[config.mk]
export PLATFORM = sky130hd
export DESIGN_NAME = brick_game_ctrl_fsm
export DESIGN_NICKNAME = d
export VERILOG_FILES = /design/src/rtl/brick_game_pkg.sv /design/src/rtl/bcd_score_counter.sv /design/src/rtl/brick_game_ctrl_fsm.sv
export SDC_FILE = /design/constraint.sdc
export NUM_CORES = 1
export LEC_CHECK = 0
export CAP_MARGIN = 20
export CORE_AREA = 2 2 52 64
export CTS_CLUSTER_DIAMETER = 30
export DETAILED_ROUTE_END_ITERATION = 16
export DIE_AREA = 0 0 54 66
export HOLD_SLACK_MARGIN = 0.08
export MAX_ROUTING_LAYER = met4
export PLACE_DENSITY = 0.73
export SYNTH_ARGS = -nofsm -noshare
export SYNTH_HDL_FRONTEND = slang
export SYNTH_HIERARCHICAL = 1
export SYNTH_SLANG_ARGS = --single-unit
[constraint.sdc]
create_clock -name clk -period 1.6 [get_ports clk]
set_input_delay 0.32 -clock clk [delete_from_list [all_inputs] [get_ports clk]]
set_output_delay 0.32 -clock clk [all_outputs]
set_load 0.02 [all_outputs]
[src/rtl/brick_game_pkg.sv]
// Shared game-flow types: 3-bit state encoding, overlay flag bundle, default life count.
// The overlay decode is a pure function so the FSM and any future debug view agree.
package brick_game_pkg;

  typedef enum logic [2:0] {
    ST_NEWGAME = 3'd0,
    ST_PLAY    = 3'd1,
    ST_NEWBALL = 3'd2,
    ST_OVER    = 3'd3,
    ST_WIN     = 3'd4
  } state_t;

  typedef struct packed {
    logic graph_still;
    logic ball_reset;
    logic game_over;
    logic game_win;
  } ovl_t;

  localparam int unsigned LIVES_INIT_DEF = 3;

  function automatic ovl_t decode_ovl(input state_t s);
    ovl_t o;
    o = '{graph_still: 1'b1, ball_reset: 1'b1, game_over: 1'b0, game_win: 1'b0};
    case (s)
      ST_PLAY:    o = '{graph_still: 1'b0, ball_reset: 1'b0, game_over: 1'b0, game_win: 1'b0};
      ST_NEWBALL: o = '{graph_still: 1'b1, ball_reset: 1'b1, game_over: 1'b0, game_win: 1'b0};
      ST_OVER:    o = '{graph_still: 1'b1, ball_reset: 1'b0, game_over: 1'b1, game_win: 1'b0};
      ST_WIN:     o = '{graph_still: 1'b1, ball_reset: 1'b0, game_over: 1'b0, game_win: 1'b1};
      default:    o = '{graph_still: 1'b1, ball_reset: 1'b1, game_over: 1'b0, game_win: 1'b0};
    endcase
    return o;
  endfunction

endpackage

[src/rtl/bcd_score_counter.sv]
// Four-digit BCD score with wrap 9999 -> 0000; updates one cycle after clr/inc, clr wins.
// No backpressure: every inc pulse is counted.
module bcd_score_counter (
  input  logic        clk,
  input  logic        reset,
  input  logic        clr,
  input  logic        inc,
  output logic [15:0] score
);

  logic [15:0] r_score;
  logic [15:0] w_score_inc;
  logic        w_carry;

  // Ripple the +1 through the digits; a digit at 9 rolls to 0 and passes the carry on.
  always_comb begin
    w_score_inc = r_score;
    w_carry     = 1'b1;
    for (int i = 0; i < 4; i++) begin
      if (w_carry) begin
        if (r_score[i*4 +: 4] == 4'd9) begin
          w_score_inc[i*4 +: 4] = 4'd0;
        end else begin
          w_score_inc[i*4 +: 4] = r_score[i*4 +: 4] + 4'd1;
          w_carry               = 1'b0;
        end
      end
    end
  end

  always_ff @(posedge clk) begin
    if (reset || clr) begin
      r_score <= '0;
    end else if (inc) begin
      r_score <= w_score_inc;
    end
  end

  assign score = r_score;

endmodule

[src/rtl/brick_game_ctrl_fsm.sv]
// Game-flow FSM: new game, play, new ball, game over, win; tracks lives and BCD score.
// State/outputs registered (1 cycle after input), timer_start combinational in the exiting PLAY cycle.
module brick_game_ctrl_fsm
  import brick_game_pkg::*;
#(
  parameter int unsigned LIVES_INIT = LIVES_INIT_DEF
) (
  input  logic        clk,
  input  logic        reset,
  input  logic        btn,
  input  logic        ball_miss,
  input  logic        brick_hit,
  input  logic        bricks_cleared,
  input  logic        timer_up_tick,
  output logic        timer_start,
  output logic        graph_still,
  output logic        ball_reset,
  output logic        game_over,
  output logic        game_win,
  output logic [1:0]  lives,
  output logic [15:0] score
);

  localparam logic [1:0] LIVES_LOAD = 2'(LIVES_INIT);

  state_t     r_state;
  state_t     w_next_state;
  logic [1:0] r_lives;
  logic [1:0] w_next_lives;
  logic       r_btn_q;
  ovl_t       r_ovl;
  ovl_t       w_next_ovl;

  logic w_btn_edge;
  logic w_in_play;
  logic w_play_exit;
  logic w_score_clr;
  logic w_score_inc;

  // r_btn_q resets high so a button held through reset is not seen as a press.
  assign w_btn_edge  = btn & ~r_btn_q;
  assign w_in_play   = (r_state == ST_PLAY);
  assign w_play_exit = w_in_play & (bricks_cleared | ball_miss);
  assign w_score_clr = (r_state == ST_NEWGAME) & w_btn_edge;
  assign w_score_inc = w_in_play & brick_hit;

  always_comb begin
    w_next_state = r_state;
    w_next_lives = r_lives;
    case (r_state)
      ST_NEWGAME: begin
        if (w_btn_edge) begin
          w_next_state = ST_PLAY;
          w_next_lives = LIVES_LOAD;
        end
      end
      ST_PLAY: begin
        if (bricks_cleared) begin
          w_next_state = ST_WIN;
        end else if (ball_miss) begin
          if (r_lives > 2'd1) begin
            w_next_state = ST_NEWBALL;
            w_next_lives = r_lives - 2'd1;
          end else begin
            w_next_state = ST_OVER;
            w_next_lives = 2'd0;
          end
        end
      end
      ST_NEWBALL: if (timer_up_tick) w_next_state = ST_PLAY;
      ST_OVER:    if (timer_up_tick) w_next_state = ST_NEWGAME;
      ST_WIN:     if (timer_up_tick) w_next_state = ST_NEWGAME;
      default:    w_next_state = ST_NEWGAME;
    endcase
    w_next_ovl = decode_ovl(w_next_state);
  end

  // Overlay flags are decoded from the next state so they line up with r_state.
  always_ff @(posedge clk) begin
    if (reset) begin
      r_state <= ST_NEWGAME;
      r_lives <= LIVES_LOAD;
      r_btn_q <= 1'b1;
      r_ovl   <= decode_ovl(ST_NEWGAME);
    end else begin
      r_state <= w_next_state;
      r_lives <= w_next_lives;
      r_btn_q <= btn;
      r_ovl   <= w_next_ovl;
    end
  end

  bcd_score_counter u_score (
    .clk   (clk),
    .reset (reset),
    .clr   (w_score_clr),
    .inc   (w_score_inc),
    .score (score)
  );

  assign timer_start = w_play_exit;
  assign graph_still = r_ovl.graph_still;
  assign ball_reset  = r_ovl.ball_reset;
  assign game_over   = r_ovl.game_over;
  assign game_win    = r_ovl.game_win;
  assign lives       = r_lives;

endmodule

* Word level (Yosys, flattened, before mapping)
Index checks and enable logic that the tools add are counted.
** Storage, ports and cells
- Register bits :: 26
- Bits of input ports :: 7
- Output and inout bits :: 23
- Logic and storage cells :: 67
** Cells by class
- $add $sub $neg :: 5
- Order comparisons :: 1
- Equal/unequal tests :: 14
- Multiplexer cells :: 22
- Bitwise operators :: 6
- Reductions and logical operators :: 8
** Operator list (count)
- adder 4 x 1 -> 4 bit (second input constant) :: 4
- == test 4 bit (second input constant) :: 4
- 2-to-1 mux 4 bit :: 4
- 2-to-1 mux 3 bit :: 5
- case mux 3 bit (4 select lines) :: 1
- case mux 4 bit (3 select lines) :: 1
- == test 3 x 2 -> 1 bit (second input constant) :: 3
- 2-to-1 mux 2 bit :: 4
- == test 3 x 1 -> 1 bit (second input constant) :: 2
- == test 3 bit (second input constant) :: 2
- 2-to-1 mux 1 bit :: 6
- != test 2 bit (second input constant) :: 3
- AND reduction 2 bit :: 3
- bitwise AND 1 bit :: 4
- case mux 2 bit (2 select lines) :: 1
- AND reduction 4 bit :: 1
- zero test 3 bit :: 1
- > comparator 2 x 1 -> 1 bit (second input constant) :: 1
- nonzero test 2 bit :: 1
- OR reduction 2 bit :: 1
- subtractor 2 x 1 -> 2 bit (second input constant) :: 1
- logical OR 1 bit :: 1
- NOT 1 bit :: 1
- OR 1 bit :: 1

* Depth between registers and ports, before layout
- Depth in word-level cells :: 7
- Mapped depth :: 8
- Gate-level depth less buffers :: 6

* By module
Netlist, hierarchy kept.
** By module, submodules not included
- bcd_score_counter :: instances 1, cells an instance 95, area an instance 823.3 µm², sequential area each 320.3 µm²
- brick_game_ctrl_fsm :: instances 1, cells an instance 42, area an instance 430.4 µm², sequential area each 200.2 µm²

* Worst setup path after synthesis
No wires, ideal clock.
- Path type :: reg2reg
- Start :: register r_state[1]
- End :: register u_score.r_score[10] (netlist: u_score/score[10])
- Setup time :: 0.070 ns
- Arrival time :: 1.665 ns
- Required time :: 1.530 ns
- Slack :: -0.135 ns
- Stages on the path, launching flop included :: 9
- Path buffers :: 2
- Clock period less this slack :: 1.735 ns
- Path through :: dfxtp_1 buf_2 nor2_1 and3_2 and4b_1 buf_6 nand4_2 or3_1 a21oi_1
** Between the ends
- Longest elaborated chain between the ends :: 3
- Elaborated cells between the ends (all ways) :: 6
- Those cells by class :: eq/ne: 1; bitwise: 2; reduce/logical: 3
** RTL lines
- start, declared :: RTL line brick_game_ctrl_fsm.sv:26 : state_t r_state;
- start signal, assigned :: RTL line brick_game_ctrl_fsm.sv:86 : r_state <= w_next_state;
- == test 3 x 1 -> 1 bit :: RTL line brick_game_ctrl_fsm.sv:42 : assign w_in_play = (r_state == ST_PLAY);
- bitwise AND 1 bit :: RTL line brick_game_ctrl_fsm.sv:45 : assign w_score_inc = w_in_play & brick_hit;
- net w_score_inc :: RTL line brick_game_ctrl_fsm.sv:38 : logic w_score_inc;
- AND reduction 2 bit (no source line)
- end signal, assigned :: RTL line bcd_score_counter.sv:35 : r_score <= w_score_inc;
- end, declared :: RTL line bcd_score_counter.sv:11 : logic [15:0] r_score;
The timed path passes the listed nets, and every way through them passes these cells.
A chain may end at the register's enable or synchronous reset.

* Worst setup path after layout
Ends and elaborated chain as after synthesis.

==> flow_summary.ini <==
[power_and_ir_drop]
ir_drop_v = 0.0004158
p_leak_nw = 0.8429
powerDensity_nw_per_um2 = 608.8

[setup_path]
critical_path_required_ns = 1.85
path_max_fanout = 5
crit_path_end_kind = flop
critPathKind = reg2reg
cp.arrival_ns = 2.08
cp-start-kind = flop

[timing]
period_minus_slack_ns = 1.830
rsz0062_at_grt = true
drv_slew = 0
fmax_ghz = 0.5463
fin_crit_sh_pct = 114.4
setup_violations = 11
fin_ws_ns = -0.2305
setup_tns_ns = -1.165
tightestPinTransition_ns = 0.4777
max_slew_margin_pct = 68.01
hold_violations = 0
fin_skew_ns = 0.001637

[drt]
drc_errors = 0
dr.pass1.iters = 4
via_count = 1188
drt-wirelength-per-cell_microns = 13.23
first_iter_violations = 14
routed_wl_mm = 2.950
routed_via_density = 5.327
drtAntennaViolNets = 0

[floorplanning]
design.die.area_sq_um = 3564
rows = 22
io_pins = 30
fp.coreArea_sq_um = 2973
die_h_microns = 66
initial_utilization_pct = 42.17
die_w_microns = 54

[synth]
ys_seq_area_share_pct = 41.52
syn_nets = 144
ys_ff_latch = 26
synth_cell_types = 43
ys.flop_type = dfxtp_1
netlist_area_sq_um = 1254
syn_inst = 137
synth_edf_count = 0
yosys_warnings = 6
avgSynthCellArea_sq_um = 9.151
async_flop_share_pct = 0

[placement]
portBuffers = 29
place.gp.congestion = 0.7681
dp_hpwl_mm = 2.078
placed_cells = 213

[grt]
gr-total-overflow = 0
antenna_found_initial = 0
grt_max_degree = 16
grt_pass1_wl_mm = 4.581
track_usage_pct = 17.37
grt_pass1_vias = 1072

[run_status]
violations = negative setup slack
status = finished, violations left

[finish]
postLayoutCoreUtil_pct = 61.36
nNetsFinal = 195
finalNonFillerCells = 223
area_growth_pct = 45.51
antenna-diode-count = 0
drive_above_1_share_pct = 26.20

[clock_tree]
h-tree-depth = 1
tritoncts = built
clock_sinks = 26
numCtsBuffers = 3
clk_root_buffer_cell = clkbuf_4
clock_insertion_delay_worst_skew_ns = 0.31
cts.reportedPaths.clkPinSlew_ns = 0.14
cts_max_path_buffers = 2
cts_hold_buf = 0

[run]
maxCapViolCount = 0

[min_path]
hold_path_class = reg2reg
## cell type report
cell class                      count  area, sq um
Multi-Input combinational cell    105        754.5
Fill cell                         272         1149
Sequential cell                    26        529.3
Tap cell                           36        45.04
Clock buffer                        4        36.28
Inverter                            2        7.507
Timing Repair Buffer               50        451.7
## sequential cells by signal, summed over array words and instances, names as in the netlist
register	flops
ball_reset	1
game_over	1
game_win	1
graph_still	1
lives	2
r_btn_q	1
r_state	3
u_score/score	16
## synth_stat cells (all sizes together) (3+ instances only)
library cell  number  area (sq um)
dfxtp             26         520.5
nor2              14         52.55
a21oi             11         55.05
nand2              9         33.78
o21ai              6         30.03
nor3b              5         42.54
and2b              4         36.29
nand3              4         20.02
nand4              4         43.80
nor2b              4         25.02
xor2               4         35.03
a211o              3         26.28
and3b              3         26.28
nand2b             3         18.77
or3                3         18.77
## worst paths after layout
| path | startpoint | end | slack [ns] | cells after the start |
|---|---|---|---|---|
| worst max-delay path | r_state[1] | u_score/score[10] | -0.23 | 8 |
| worst min-delay path | lives[1] | lives[1] | 0.51 | 2 |
| worst max register to register | r_state[1] | u_score/score[10] | -0.23 | 8 |
| worst min register to register | lives[1] | lives[1] | 0.51 | 2 |
## what timing repair did
action                     in CTS  in global routing
setup buffers                   0                  5
resized for setup              29                 16
gates cloned                    0                  1
pin swaps                       1                  9
setup endpoints to repair      28                 15
## per-stage QoR
stage	setup WS (ns)	hold WS, ns	power (mW)	area [sq um]
finish	-0.2305	0.5116	1.111	1824
global route	-0.2674	0.5439	1.167	1824
CTS	-0.1413	0.5184	1.120	1719
detailed placement	-0.4083	0.4996	0.7949	1698
global placement	-0.3703	0.4814	0.7924	1698
floorplan	-0.04726	0.3924	0.7323	1280
## worst max-delay path, cell delays in order (launching register included)
cell and delay [ns]:
dfxtp_2 0.36, buf_6 0.12, nor2_4 0.07, and3_4 0.18
and4b_1 0.25, buf_6 0.16, nand4_4 0.10, or3_1 0.35
a21oi_1 0.18
## cells in the final DEF (no fill, tap or decap), types with 5 or more instances in the layout
cell type and n:
dfxtp_1 21, dlygate4sd2_1 18, buf_4 17, nor2_1 12
a21oi_1 10, nand2_1 9, clkdlybuf4s50_1 6, o21ai_0 5
buf_6 5
## metal layers
layer	part of all wire [%]	track usage [%]	up-vias
li1	-	-	592
met1	42	19.94	571
met2	54	30.49	25
met3	3.7	2.941	0
met4	0	4.688	0
met5	0	-	-
## cell families after synthesis
group	synth area share, %
and+or+nand+nor	36.93
AOI/OAI and AO/OA	14.07
DFF	41.52
xor gates and xnor gates	4.192
buffers and inverters	2.495
muxes	0.7984
## power breakdown
part,switching [mW],internal [mW],total [mW]
clock,0.188,0.139,0.327
combinational,0.0559,0.0642,0.120
sequential,0.00650,0.657,0.663
total,0.250,0.860,1.11
Note: power is estimated with default switching activity, not from simulation.
